File: src/rtl/sumador_pkg.sv
// Shared types for the multi-cycle adder/subtractor.
// FSM states, operation codes and idx counter sizing.
package sumador_pkg;

    typedef enum logic [1:0] {
        IDLE = 2'b00,
        RUN  = 2'b01,
        DONE = 2'b10
    } sum_state_t;

    localparam logic OP_ADD = 1'b0;
    localparam logic OP_SUB = 1'b1;

    function automatic int idx_width(input int nch);
        return (nch > 1) ? $clog2(nch) : 1;
    endfunction

endpackage

File: src/rtl/sumador_nbit.sv
// Combinational N-bit ripple-carry slice.
// Also exposes the carry into the MSB for signed overflow.
module sumador_nbit #(
    parameter int N = 4
) (
    input  logic [N-1:0] a,
    input  logic [N-1:0] b,
    input  logic         ci,
    output logic [N-1:0] s,
    output logic         co,
    output logic         c_msb
);

    logic [N:0] c;

    // Ripple the carry bit by bit through the slice
    always_comb begin
        c    = '0;
        s    = '0;
        c[0] = ci;
        for (int i = 0; i < N; i++) begin
            s[i]   = a[i] ^ b[i] ^ c[i];
            c[i+1] = (a[i] & b[i]) | (c[i] & (a[i] ^ b[i]));
        end
    end

    assign co    = c[N];
    assign c_msb = c[N-1];

endmodule

File: src/rtl/sumador_multiciclo.sv
// Multi-cycle adder/subtractor, CHUNK bits per cycle.
// Optional signed-overflow output enabled by SUMADOR_OVF_EN.
module sumador_multiciclo
    import sumador_pkg::*;
#(
    parameter int WIDTH = 16,
    parameter int CHUNK = 4
) (
    input  logic             clk,
    input  logic             rst_n,
    input  logic             in_valid,
    output logic             in_ready,
    input  logic [WIDTH-1:0] xi,
    input  logic [WIDTH-1:0] yi,
    input  logic             op,
    output logic             out_valid,
    input  logic             out_ready,
    output logic [WIDTH-1:0] zi,
    output logic             co
`ifdef SUMADOR_OVF_EN
    ,
    output logic             ovf
`endif
);

    localparam int NCH = WIDTH / CHUNK;
    localparam int IW  = idx_width(NCH);
    localparam logic [IW-1:0] LAST    = IW'(NCH - 1);
    localparam logic [IW-1:0] IDX_ONE = IW'(1);

    if ((CHUNK < 1) || (WIDTH % CHUNK != 0)) begin : g_bad_cfg
        $error("sumador_multiciclo: WIDTH must be a multiple of CHUNK");
    end

    sum_state_t state_q;
    sum_state_t state_d;

    logic [NCH-1:0][CHUNK-1:0] a_q;
    logic [NCH-1:0][CHUNK-1:0] b_q;
    logic [NCH-1:0][CHUNK-1:0] zi_q;
    logic                      carry_q;
    logic [IW-1:0]             idx_q;

    logic             accept;
    logic             last;
    logic [CHUNK-1:0] sl_s;
    logic             sl_co;
    logic             sl_cmsb;

    assign in_ready = (state_q == IDLE);
    assign accept   = in_valid & in_ready;
    assign last     = (idx_q == LAST);
    assign zi       = zi_q;

    sumador_nbit #(
        .N (CHUNK)
    ) u_slice (
        .a     (a_q[idx_q]),
        .b     (b_q[idx_q]),
        .ci    (carry_q),
        .s     (sl_s),
        .co    (sl_co),
        .c_msb (sl_cmsb)
    );

    // State register
    always_ff @(posedge clk or negedge rst_n) begin
        if (!rst_n) state_q <= IDLE;
        else        state_q <= state_d;
    end

    // Next-state logic; illegal encodings fall back to IDLE
    always_comb begin
        state_d = IDLE;
        case (state_q)
            IDLE:    state_d = accept    ? RUN  : IDLE;
            RUN:     state_d = last      ? DONE : RUN;
            DONE:    state_d = out_ready ? IDLE : DONE;
            default: state_d = IDLE;
        endcase
    end

    // Operand capture, per-slice accumulation and result handshake
    always_ff @(posedge clk or negedge rst_n) begin
        if (!rst_n) begin
            a_q       <= '0;
            b_q       <= '0;
            zi_q      <= '0;
            carry_q   <= 1'b0;
            idx_q     <= '0;
            co        <= 1'b0;
            out_valid <= 1'b0;
        end else begin
            case (state_q)
                IDLE: begin
                    if (accept) begin
                        a_q     <= xi;
                        b_q     <= (op == OP_SUB) ? ~yi : yi;
                        carry_q <= op;
                        idx_q   <= '0;
                    end
                end
                RUN: begin
                    zi_q[idx_q] <= sl_s;
                    carry_q     <= sl_co;
                    idx_q       <= idx_q + IDX_ONE;
                    if (last) begin
                        idx_q     <= '0;
                        co        <= sl_co;
                        out_valid <= 1'b1;
                    end
                end
                DONE: begin
                    if (out_ready) out_valid <= 1'b0;
                end
                default: begin
                    out_valid <= 1'b0;
                end
            endcase
        end
    end

`ifdef SUMADOR_OVF_EN
    // Signed overflow from the carries around the top bit of the last slice
    always_ff @(posedge clk or negedge rst_n) begin
        if (!rst_n) begin
            ovf <= 1'b0;
        end else if ((state_q == RUN) && last) begin
            ovf <= sl_cmsb ^ sl_co;
        end
    end
`else
    logic unused_cmsb;
    assign unused_cmsb = sl_cmsb;
`endif

endmodule

File: config.mk
export PLATFORM = sky130hd
export DESIGN_NAME = sumador_multiciclo
export DESIGN_NICKNAME = d
export VERILOG_FILES = /design/src/rtl/sumador_pkg.sv /design/src/rtl/sumador_nbit.sv /design/src/rtl/sumador_multiciclo.sv
export SDC_FILE = /design/constraint.sdc
export NUM_CORES = 1
export LEC_CHECK = 0
export BUFFER_PORTS_ARGS = -buffer_cell sky130_fd_sc_hd__clkbuf_2
export CAP_MARGIN = 5
export CORE_ASPECT_RATIO = 0.7
export CORE_UTILIZATION = 55
export DETAILED_ROUTE_END_ITERATION = 10
export PLACE_DENSITY_LB_ADDON = 0.12
export SLEW_MARGIN = 20
export SYNTH_ARGS = -nofsm -noshare
export SYNTH_HDL_FRONTEND = slang
export SYNTH_HIERARCHICAL = 1
export SYNTH_SLANG_ARGS = --single-unit
File: constraint.sdc
create_clock -name clk -period 3.5 [get_ports clk]
set_input_delay 0.7 -clock clk [delete_from_list [all_inputs] [get_ports clk]]
set_output_delay 0.7 -clock clk [all_outputs]
set_load 0.01 [all_outputs]
# Word level (Yosys, flattened, before mapping)
# Index checks and enable logic that the tools add are counted.
# Widths: inputs -> output; s select.
# word_totals
register_bits	55
wordCells	76
inputBits	37
out_inout_bits	19
# op_classes
reduce_logical	7
n_lt_le_gt_ge	2
n_bitwise	23
n_eq_ne	6
n_addsub	1
mux	20
# ops
op	n
$bmux 4 s2	2
$bwmux 16	1
$mux 16	1
$not 16->16	1
$mux 4	3
$and 1x1->1	9
$demux 4 s2	1
$mux 2	4
$xor 1x1->1	8
$pmux 2 s3	1
$reduce_and 2->1	3
$eq 2x2->1 const B	2
$mux 1	4
$ne 2x2->1 const B	2
$or 1x1->1	4
$pmux 2 s2	1
$lt 2x3->1 const B	1
$pmux 1 s3	1
$reduce_and 3->1	1
$add 2x1->2 const B	1
$eq 2x1->1 const B	1
$ge 2x1->1 const B	1
$logic_not 2->1	1
$ne 2x1->1 const B	1
other kinds (4)	4

# Longest topological paths before layout
# Gate-level depths: netlist of the first run.
# logic_depth
word_depth	12
ltp_mapped	10
depth_no_buf	9

# Modules after synthesis
# Netlist of the first run, hierarchy kept.
# by_module_without_submodules
mod	seq_area_each_um2	instances	area_per_inst_um2	cells_each
sumador_multiciclo	1376.3	1	2650.0	190
sumador_nbit	0.0	1	110.1	12

# Worst setup path before layout of the first run
# No wires, ideal clock.
# synth_path
path_kind	register to register
start	register idx_q[0]
end	register zi_q (netlist bit zi[11])
required_time_ns	3.375
stages_incl_launch_ff	10
path_slack_ns	0.587
period_less_slack_ns	2.913
t_arrival_ns	2.788
path_cell_list	dfrtp_1 > buf_2 > mux4_2 > fa_1 > inv_1 > fa_1 > fa_1 > inv_1 > fa_1 > mux2_4
# synth_via
elab_chain_len	11
word_cells_on_any_way	24
classes_between	2 x order compare; 7 x mux; 14 x bitwise; 1 x reduce/logical
# synth_rtl
element	line	text
start, declared	sumador_multiciclo.sv:42	logic [IW-1:0] idx_q;
start signal, assigned	sumador_multiciclo.sv:106	idx_q <= idx_q + IDX_ONE;
$bmux 4 s2 (on tied branches)	sumador_multiciclo.sv:58, sumador_multiciclo.sv:59	
$mux 4 (on tied branches)	sumador_multiciclo.sv:58, sumador_multiciclo.sv:59	
$xor 1x1->1	sumador_nbit.sv:23	c[i+1] = (a[i] & b[i]) | (c[i] & (a[i] ^ b[i]));
$and 1x1->1	sumador_nbit.sv:23	
$or 1x1->1	sumador_nbit.sv:23	
$and 1x1->1	sumador_nbit.sv:23	
$or 1x1->1	sumador_nbit.sv:23	
$and 1x1->1	sumador_nbit.sv:23	
$or 1x1->1 (*)	sumador_nbit.sv:23	
named net sl_cmsb	sumador_multiciclo.sv:48	logic sl_cmsb;
$xor 1x1->1 (*)	sumador_nbit.sv:22	s[i] = a[i] ^ b[i] ^ c[i];
named net sl_s[3]	sumador_multiciclo.sv:46	logic [CHUNK-1:0] sl_s;
$bwmux 16 (*)	sumador_multiciclo.sv:104	zi_q[idx_q] <= sl_s;
end signal, assigned by index	sumador_multiciclo.sv:104	
end, declared	sumador_multiciclo.sv:40	logic [NCH-1:0][CHUNK-1:0] zi_q;
# Mark *: on every way through the listed nets, which the timed path passes. The rest lies on a longest branch. The select of a mux whose other input is x is not followed.
# A chain may end at the register's enable or synchronous reset.

# Final worst setup path of the first run
# layout_path
start	register idx_q[0]
end	register zi_q (netlist bit zi[3])
# The elaborated chain is that of the path after synthesis.

==> results of run 1 <==
-- worst register-to-register path, cell delays in order, from the launching register on --
cell     delay, ps
dfrtp_1        550
mux4_2         570
fa_1           420
inv_1           70
fa_1           170
fa_1           170
inv_1           50
fa_1           490
mux2_4         290
-- cell usage after synthesis --
cell and number:
dfrtp_1 55, mux2_4 17, mux4_2 8, o21ai_0 4
buf_12 1, nand2_4 3, and4bb_2 1, nand2b_1 1
nor2_1 21, mux2_2 16, ha_1 4, fa_1 4
a21oi_2 4, buf_4 3, xnor2_1 16, nand2_1 6
nor2b_4 1, nor3b_4 1, buf_2 4, a22oi_1 1
buf_6 4, inv_1 11, nand2_8 1, mux2i_1 1
a21oi_1 14
-- layer usage --
| metal | vias to the layer above | routed length, um | track usage (%) |
|---|---|---|---|
| met2 | 35 | 1950 | 29.4 |
| met3 | 7 | 163 | 4.29 |
| met1 | 819 | 2410 | 30.2 |
| met5 | - | 0 | 0 |
| li1 | 781 | - | - |
| met4 | 0 | 88 | 10.7 |
-- cells by family after synthesis --
| family | after synthesis | synth area share [%] |
|---|---|---|
| muxes | 42 | 22.7 |
| DFF | 55 | 49.9 |
| and+or+nand+nor | 35 | 7.48 |
| xor gates and xnor gates | 16 | 5.08 |
| buffers and inverters | 23 | 5.39 |
| AOI/OAI and AO/OA | 23 | 4.81 |
| adders and majority gates | 8 | 4.71 |
-- final cells by class --
cell class	count	area, um^2	area share (%)
multi-input combinational	124	1230	39.4
clock buffer	8	100	3.19
sequential	55	1380	43.9
inverter	11	41.3	1.32
tap	69	86.3	2.75
timing repair buffer	58	298	9.49
-- power by group --
group,internal [uW],total [uW],switching (uW)
sequential,970,1210,244
clock,181,376,195
combinational,938,1740,805
-- final timing paths --
kind / to / cells after the start / slack, ps / startpoint
max in group asynchronous: b_q[9] / 2 / 2270 / rst_n
min in group clk: a_q[6] / 1 / 510 / a_q[6]
min: out_valid / 1 / 430 / rst_n
min reg2reg: a_q[6] / 1 / 510 / a_q[6]
max reg2reg: zi[3] / 8 / 610 / idx_q[0]
max: zi[3] / 8 / 610 / idx_q[0]
-- sequential cells by signal, summed over array words and instances, names as in the netlist --
| name | count |
|---|---|
| b_q | 16 |
| carry_q | 1 |
| state_q | 2 |
| out_valid | 1 |
| zi | 16 |
| co | 1 |
| idx_q | 2 |
| a_q | 16 |
-- layout by cell type, fill, tap and decap left out, drive strengths merged --
cell type,n
and4bb,1
buf,3
nand2,10
mux2,33
o21ai,4
nor3b,1
a21oi,18
nand2b,1
nor2,21
a22oi,1
dfrtp,55
mux4,8
ha,4
inv,11
mux2i,1
nor2b,1
fa,4
xnor2,16
clkbuf,63
-- through the flow --
step | hold slack, ps | std cells | utilization (%) | total power [uW] | setup WS, ps
final | 429 | 325 | 65.2 | 3330 | 605
after global routing | 486 | 325 | 65.2 | 3640 | 423
after CTS | 445 | 325 | 65.2 | 3370 | 587
after detailed placement | 492 | 317 | 63.2 | 2990 | 619
after global placement | 491 | 317 | 63.2 | 2940 | 641
after floorplan | 404 | 202 | - | 2600 | 587
==> summary.md, run 1 <==
| Metric | Value |
|---|---|
| Final setup violation count | `0` |
| Measured slew at the worst slew-check pin | `728 ps` |
| Final slew viol count | `0` |
| Crit Path Class | `register to register` |
| Area Growth Syn to Fin | `13.6%` |
| First-pass GRT wire length | `7820 um` |
| Post-route ant nets | `0` |
| Fillers | `384` |
| CP Buf/Inv Count | `2` |
| TritonRoute pass-1 iters | `4` |
| Top cells by area, synth | `dfrtp_1, mux2_4, mux2_2, mux4_2, xnor2_1` |
| Synthesized area | `0.00276 mm^2` |
| Nets@finish | `300` |
| CTS hold repair buffers | `0` |
| Total gr overflow | `0` |
| CP Launch Type | `register` |
| Status | `finished clean` |
| Max incr delay on CP | `570 ps` |
| Setup Buffers After CTS | `0` |
| Average cell area after synthesis | `13.7 um^2` |
| Static Leak | `0.00149 uW` |
| Root Driver | `clkbuf_8` |
| GRT Util Overall | `20.6%` |
| Sequential fraction of the synthesis area | `49.9%` |
| Initial DRC count | `51` |
| CTS tree | `yes` |
| Post-route cell area | `0.00314 mm^2` |
| Number of port buffers | `55` |
| F_max | `0.345 GHz` |
| Synth top area share | `49.9%` |
| TritonCTS Buffers | `5` |
| Antenna fix cells | `0` |
| Max clock buf depth | `2` |
| Total Routed Length | `4610 um` |
| Pwr Density | `1060 mW/mm^2` |
| Synthesis-stage register bit count | `55` |
| Max_cap viols | `0` |
| RSZ-0062 raised after global routing | `false` |
| Starting Density | `57.4%` |
| Antenna violations before repair | `0` |
| Largest net degree at the start of global routing | `49` |
| Fraction of layout cells with a size suffix above 1 | `45.7%` |
| Placed inst area | `0.00304 mm^2` |
| Hpwl dp | `3400 um` |
| Worst VDD drop | `0.000353 V` |
| Vias in the first global route | `1570` |
| Crit-path max FO | `6` |
| RD Place Congestion | `0.838` |
| Min-delay worst type | `input pin to asynchronous set/reset pin` |
| Post-synth cell types | `25` |
| Crit-path cells | `mux4_2 -> fa_1 -> inv_1 -> fa_1 -> fa_1 -> inv_1 -> fa_1 -> mux2_4` |
| Chip Width | `86.7 um` |
| Cell repeated most along the worst path | `fa_1` |
| Slowest-stage cell, CP | `mux4_2` |
| Vias per cell | `5.05` |
| Clock H-tree levels | `2` |
| Part of the cycle the worst path needs | `82.7%` |
| Mapped Cells | `202` |
| Std-Cell Rows | `21` |
| Min Tclk post-route | `2890 ps` |
| Drt drc | `0` |
| Fin Setup TNS | `0 ps` |
| Core Footprint | `0.00481 mm^2` |
| Die height | `61.3 um` |
| Critical Path RT | `3700 ps` |
| # IOs | `56` |
| Max_slew headroom | `51.5%` |
| Die Area | `0.00531 mm^2` |
| Clk Latency, worst-skew pair | `310 ps` |
| Dominant cell type by area after synthesis | `dfrtp_1` |
| Routed wire length per instance | `14.2 um` |
| Ys Warns | `6` |
| Top delay family on crit path | `adder cells` |
| CP endpoint kind | `register` |
| Mapped Nets | `247` |
| Worst Skew | `3.66 ps` |
| Final Hold Fails | `0` |
| Clock slew at reported path FFs | `90 ps` |
| Cts repair resizes | `0` |
| Critical path arrival | `3100 ps` |
| TritonCTS Sinks | `55` |
| Vias | `1642` |
Power figures use the tool's default switching activity.
==> inputs of run 2 (changes only) <==
Clock period 3.5 ns to 2.9 ns, I/O delays scaled along.
==> run 2 against run 1 <==
Register-to-register slack worse by 470 ps. Cell area increased by 0.28%. First-iteration DRC count shrank 16%. Largest power group unchanged. Highest routed layer unchanged.
==> summary.md, run 2 (synthesized netlist as in run 1, its figures left out) <==
| Metric | Value |
|---|---|
| Status | `finished clean` |
| Hpwl dp | `3520 um` |
| Worst VDD drop | `0.000481 V` |
| Die height | `61.3 um` |
| Max_slew headroom | `64.8%` |
| Fin util | `65.4%` |
| Root Driver | `clkbuf_8` |
| R2R cell count | `8` |
| Max_cap viols | `0` |
| Total gr overflow | `0` |
| CP Launch Type | `register` |
| Initial DRC count | `43` |
| Pwr Density | `1270 mW/mm^2` |
| Clock slew at reported path FFs | `90 ps` |
| Routed wire length per instance | `14.1 um` |
| Chip Width | `86.7 um` |
| Core Footprint | `0.00481 mm^2` |
| Starting Density | `57.4%` |
| Number of port buffers | `55` |
| Drt drc | `0` |
| CTS tree | `yes` |
| Static Leak | `0.00149 uW` |
| Vias | `1613` |
| Measured slew at the worst slew-check pin | `527 ps` |
| Worst Skew | `8.43 ps` |
| Part of the cycle the worst path needs | `95.3%` |
| Min-delay worst type | `input pin to asynchronous set/reset pin` |
| Clock H-tree levels | `2` |
| Nets@finish | `303` |
| Final slew viol count | `0` |
| Antenna violations before repair | `0` |
| TritonCTS Buffers | `5` |
| F_max | `0.362 GHz` |
| Crit-path max FO | `8` |
| Max clock buf depth | `2` |
| Post-route ant nets | `0` |
| Crit Path Class | `register to register` |
| Min Tclk post-route | `2760 ps` |
| Fillers | `371` |
| Clk Latency, worst-skew pair | `300 ps` |
| RSZ-0062 raised after global routing | `false` |
| WHS | `255 ps` |
| Critical path arrival | `2950 ps` |
| TritonCTS Sinks | `55` |
| Final Hold Fails | `0` |
| Critical Path RT | `3090 ps` |
| Total Power | `3990 uW` |
| Vias per cell | `4.92` |
| Fraction of layout cells with a size suffix above 1 | `46.7%` |
| DP Worst Slack | `123 ps` |
| Worst reg2reg endpoint | `zi[3]` |
| Vias in the first global route | `1523` |
| Most frequent cells in the layout | `clkbuf_2, dfrtp_1, nor2_1, mux2_4` |
| Largest net degree at the start of global routing | `49` |
| First-pass GRT wire length | `7600 um` |
| Antenna fix cells | `0` |
| RD Place Congestion | `0.764` |
| Std-Cell Rows | `21` |
| CP endpoint kind | `register` |
| Die Area | `0.00531 mm^2` |
| Fin Setup TNS | `0 ps` |
| RR Startpoint | `idx_q[0]` |
| Setup WS post-layout | `136 ps` |
| Total Routed Length | `4640 um` |
| Register-to-Register Setup Slack | `140 ps` |
| GRT Util Overall | `19.8%` |
| TritonRoute pass-1 iters | `4` |
| Final setup violation count | `0` |
| Area Growth Syn to Fin | `14.0%` |
| Most common cell after layout, fill and taps aside | `clkbuf_2` |
| # IOs | `56` |
-- run 2: cell type report --
class / count / area, um^2 / share of cell area (%)
flip-flops and latches: 55 / 1380 / 43.8
repair buffers: 61 / 320 / 10.2
multi-input cells: 124 / 1230 / 39.3
inverters: 11 / 41.3 / 1.31
clock buffers: 6 / 72.6 / 2.31
well taps: 69 / 86.3 / 2.74
clock inverters: 2 / 12.5 / 0.398
-- run 2: worst max-delay path by stage --
stage	from	to	slack (ps)
floorplan	idx_q[0]	zi[11]	60
detailed placement	idx_q[0]	zi[15]	120
CTS	idx_q[0]	zi[11]	120
finish	idx_q[0]	zi[3]	140
global placement	idx_q[0]	zi[15]	170
global route	idx_q[0]	zi[11]	20
-- run 2: power breakdown --
group,switching (uW),leakage [uW],internal [uW]
registers,281,0.000635,1170
clock network,236,0.0000412,169
logic,976,0.000813,1150
-- run 2: worst max-delay path: stages (launching register included) --
cell and delay [ps]:
dfrtp_2 450, buf_4 180, mux4_2 320, inv_1 50, fa_1 440, fa_1 390
inv_1 80, fa_1 460, mux2_4 280
-- run 2: stage by stage --
step | cells | area [um^2]
6_report | 328 | 3150
5_1_grt | 328 | 3150
4_1_cts | 328 | 3140
3_5_place_dp | 320 | 3060
3_3_place_gp | 320 | 3060
2_1_floorplan | 202 | 2760
-- run 2: routing by layer --
layer | part of all wire [%] | vias to the layer above | global-route usage [%] | routed length, um
met1 | 52 | 773 | 29.7 | 2420
met4 | 0.75 | 0 | 5.71 | 35
met2 | 43 | 44 | 29.6 | 2000
met5 | 0 | - | 0 | 0
met3 | 3.9 | 5 | 4.02 | 180
li1 | - | 791 | - | -
-- run 2: timing repair --
item / in CTS / in global routing
setup buffers: 0 / 0
hold buffers: 0 / 0
endpoints found under the setup margin: 0 / 4
gates resized for setup: 0 / 1
==> inputs of run 3 (changes only) <==
Settings changed: CORE_MARGIN set to 10.
==> run 3 against run 2 <==
Sequential cell count unchanged. Sequential power about the same. Combinational power up 5%. Hold slack better by 130 ps. Count of clock-buffer cells in the layout is 1 lower. First-iteration DRC count shrank 26%. Critical path depth unchanged. Clock skew is 1.1 ps lower. Cell area up 1.3%. Non-clock buffer count increased by 1. Maximum frequency decreased by 0.75%. Register-to-register slack got worse by 20 ps. Critical path type unchanged. Largest cell class unchanged. Highest routed layer unchanged.
==> summary.md, run 3 (synthesized netlist as in run 1, its figures left out) <==
| Metric | Value |
|---|---|
| Clock slew at reported path FFs | `100 ps` |
| Max clock buf depth | `2` |
| Nets@finish | `304` |
| Max_cap viols | `0` |
| TritonCTS Sinks | `55` |
| GRT Util Overall | `12.8%` |
| Vias in the first global route | `1789` |
| Total Power | `4180 uW` |
| Initial DRC count | `32` |
| # IOs | `56` |
| Total Routed Length | `5230 um` |
| Part of the cycle the worst path needs | `96.0%` |
| Fraction of layout cells with a size suffix above 1 | `47.7%` |
| Static Leak | `0.00151 uW` |
| Worst Skew | `7.31 ps` |
| RD Place Congestion | `0.780` |
| Critical Path RT | `3100 ps` |
| Fin util | `66.3%` |
| Area Growth Syn to Fin | `15.5%` |
| CTS hold repair buffers | `0` |
| CP Launch Type | `register` |
| CP endpoint kind | `register` |
| Core Footprint | `0.00481 mm^2` |
| Total gr overflow | `0` |
| Antenna fix cells | `0` |
| Final Hold Fails | `0` |
| Fin cells | `329` |
| Vias | `1633` |
| Largest net degree at the start of global routing | `56` |
| Status | `finished clean` |
| Placed insts | `320` |
| Die height | `79.3 um` |
| Pwr Density | `1310 mW/mm^2` |
| TritonCTS Buffers | `5` |
| Crit-path max FO | `5` |
| Placed inst area | `0.00306 mm^2` |
| Crit Path Class | `register to register` |
| Chip Width | `105 um` |
| First-pass GRT wire length | `8830 um` |
| Clock H-tree levels | `2` |
| Post-route ant nets | `0` |
| Number of port buffers | `55` |
| F_max | `0.359 GHz` |
| Critical path arrival | `2990 ps` |
| Routed wire length per instance | `15.9 um` |
| Drt drc | `0` |
| Measured slew at the worst slew-check pin | `677 ps` |
| Min-delay worst type | `input pin to asynchronous set/reset pin` |
| Starting Density | `57.4%` |
| Fillers | `400` |
| Most common cell after layout, fill and taps aside | `clkbuf_2` |
| Post-route cell area | `0.00319 mm^2` |
| WHS | `386 ps` |
| CTS tree | `yes` |
| Register-to-Register Setup Slack | `120 ps` |
| Most frequent cells in the layout | `clkbuf_2, dfrtp_1, nor2_1, mux2_4` |
| Clk Latency, worst-skew pair | `310 ps` |
| Max_slew headroom | `54.9%` |
| Root Driver | `clkbuf_8` |
| Min Tclk post-route | `2780 ps` |
| Antenna violations before repair | `0` |
| Worst VDD drop | `0.000556 V` |
| Std-Cell Rows | `21` |
| Final slew viol count | `0` |
| Vias per cell | `4.96` |
| TritonRoute pass-1 iters | `4` |
| Die Area | `0.00830 mm^2` |
| Hpwl dp | `3910 um` |
| Final setup violation count | `0` |
==> run 3: cell count changes in the layout (fill, tap and decap cells not counted), sizes merged <==
cell | previous run | this run
buf | 6 | 7
bufinv | 0 | 1
clkbuf | 61 | 60
clkinvlp | 1 | 0
inv | 11 | 12
==> run 3: per-layer routing <==
metal | track usage (%) | part of all wire [%]
met1 | 17.1 | 49
met2 | 20.2 | 45
met3 | 3.95 | 5.0
met4 | 2.87 | 0.61
met5 | 0 | 0
==> run 3: power by group <==
group	switching (uW)	leakage, uW	total [uW]	internal (uW)
logic	1050	0.000818	2230	1180
clock network	257	0.0000587	519	262
registers	268	0.000635	1440	1170
total	1570	0.00151	4180	2610
==> run 3: worst max-delay path, stage by stage (launching register included) <==
cell     delay, ps
dfrtp_2        460
buf_4          170
mux4_2         330
inv_1           60
fa_1           440
fa_1           380
inv_1           90
fa_2           470
mux2_4         280
==> run 3: path summary, 6_finish.rpt <==
check,to,depth (start not counted),startpoint
worst max-delay path,zi[15],8,idx_q[0]
worst min-delay path,a_q[6],2,rst_n
worst max register to register,zi[15],8,idx_q[0]
worst min register to register,a_q[12],1,a_q[12]
max in group asynchronous,idx_q[0],2,rst_n
min in group clk,a_q[4],2,xi[4]
==> run 3: stage by stage <==
step / setup slack [ps] / setup TNS [ps]
finish: 115 / 0
floorplan: 61.2 / 0
global route: -0.650 / -0.650
global placement: 144 / 0
detailed placement: 86.2 / 0
CTS: 49.6 / 0
==> run 3: cell type report <==
type                            count  area [um^2]  area share, %
Inverter                           11         41.3           1.30
Sequential cell                    55         1380           43.2
Clock inverter                      3         47.5           1.49
Multi-Input combinational cell    124         1240           38.8
Tap cell                           69         86.3           2.71
Timing Repair Buffer               62          328           10.3
Clock buffer                        5         68.8           2.16
==> run 3: repair_timing <==
action | in CTS | in global routing
endpoints found under the setup margin | 0 | 4
buffers inserted | 0 | 1
gates resized for setup | 0 | 2
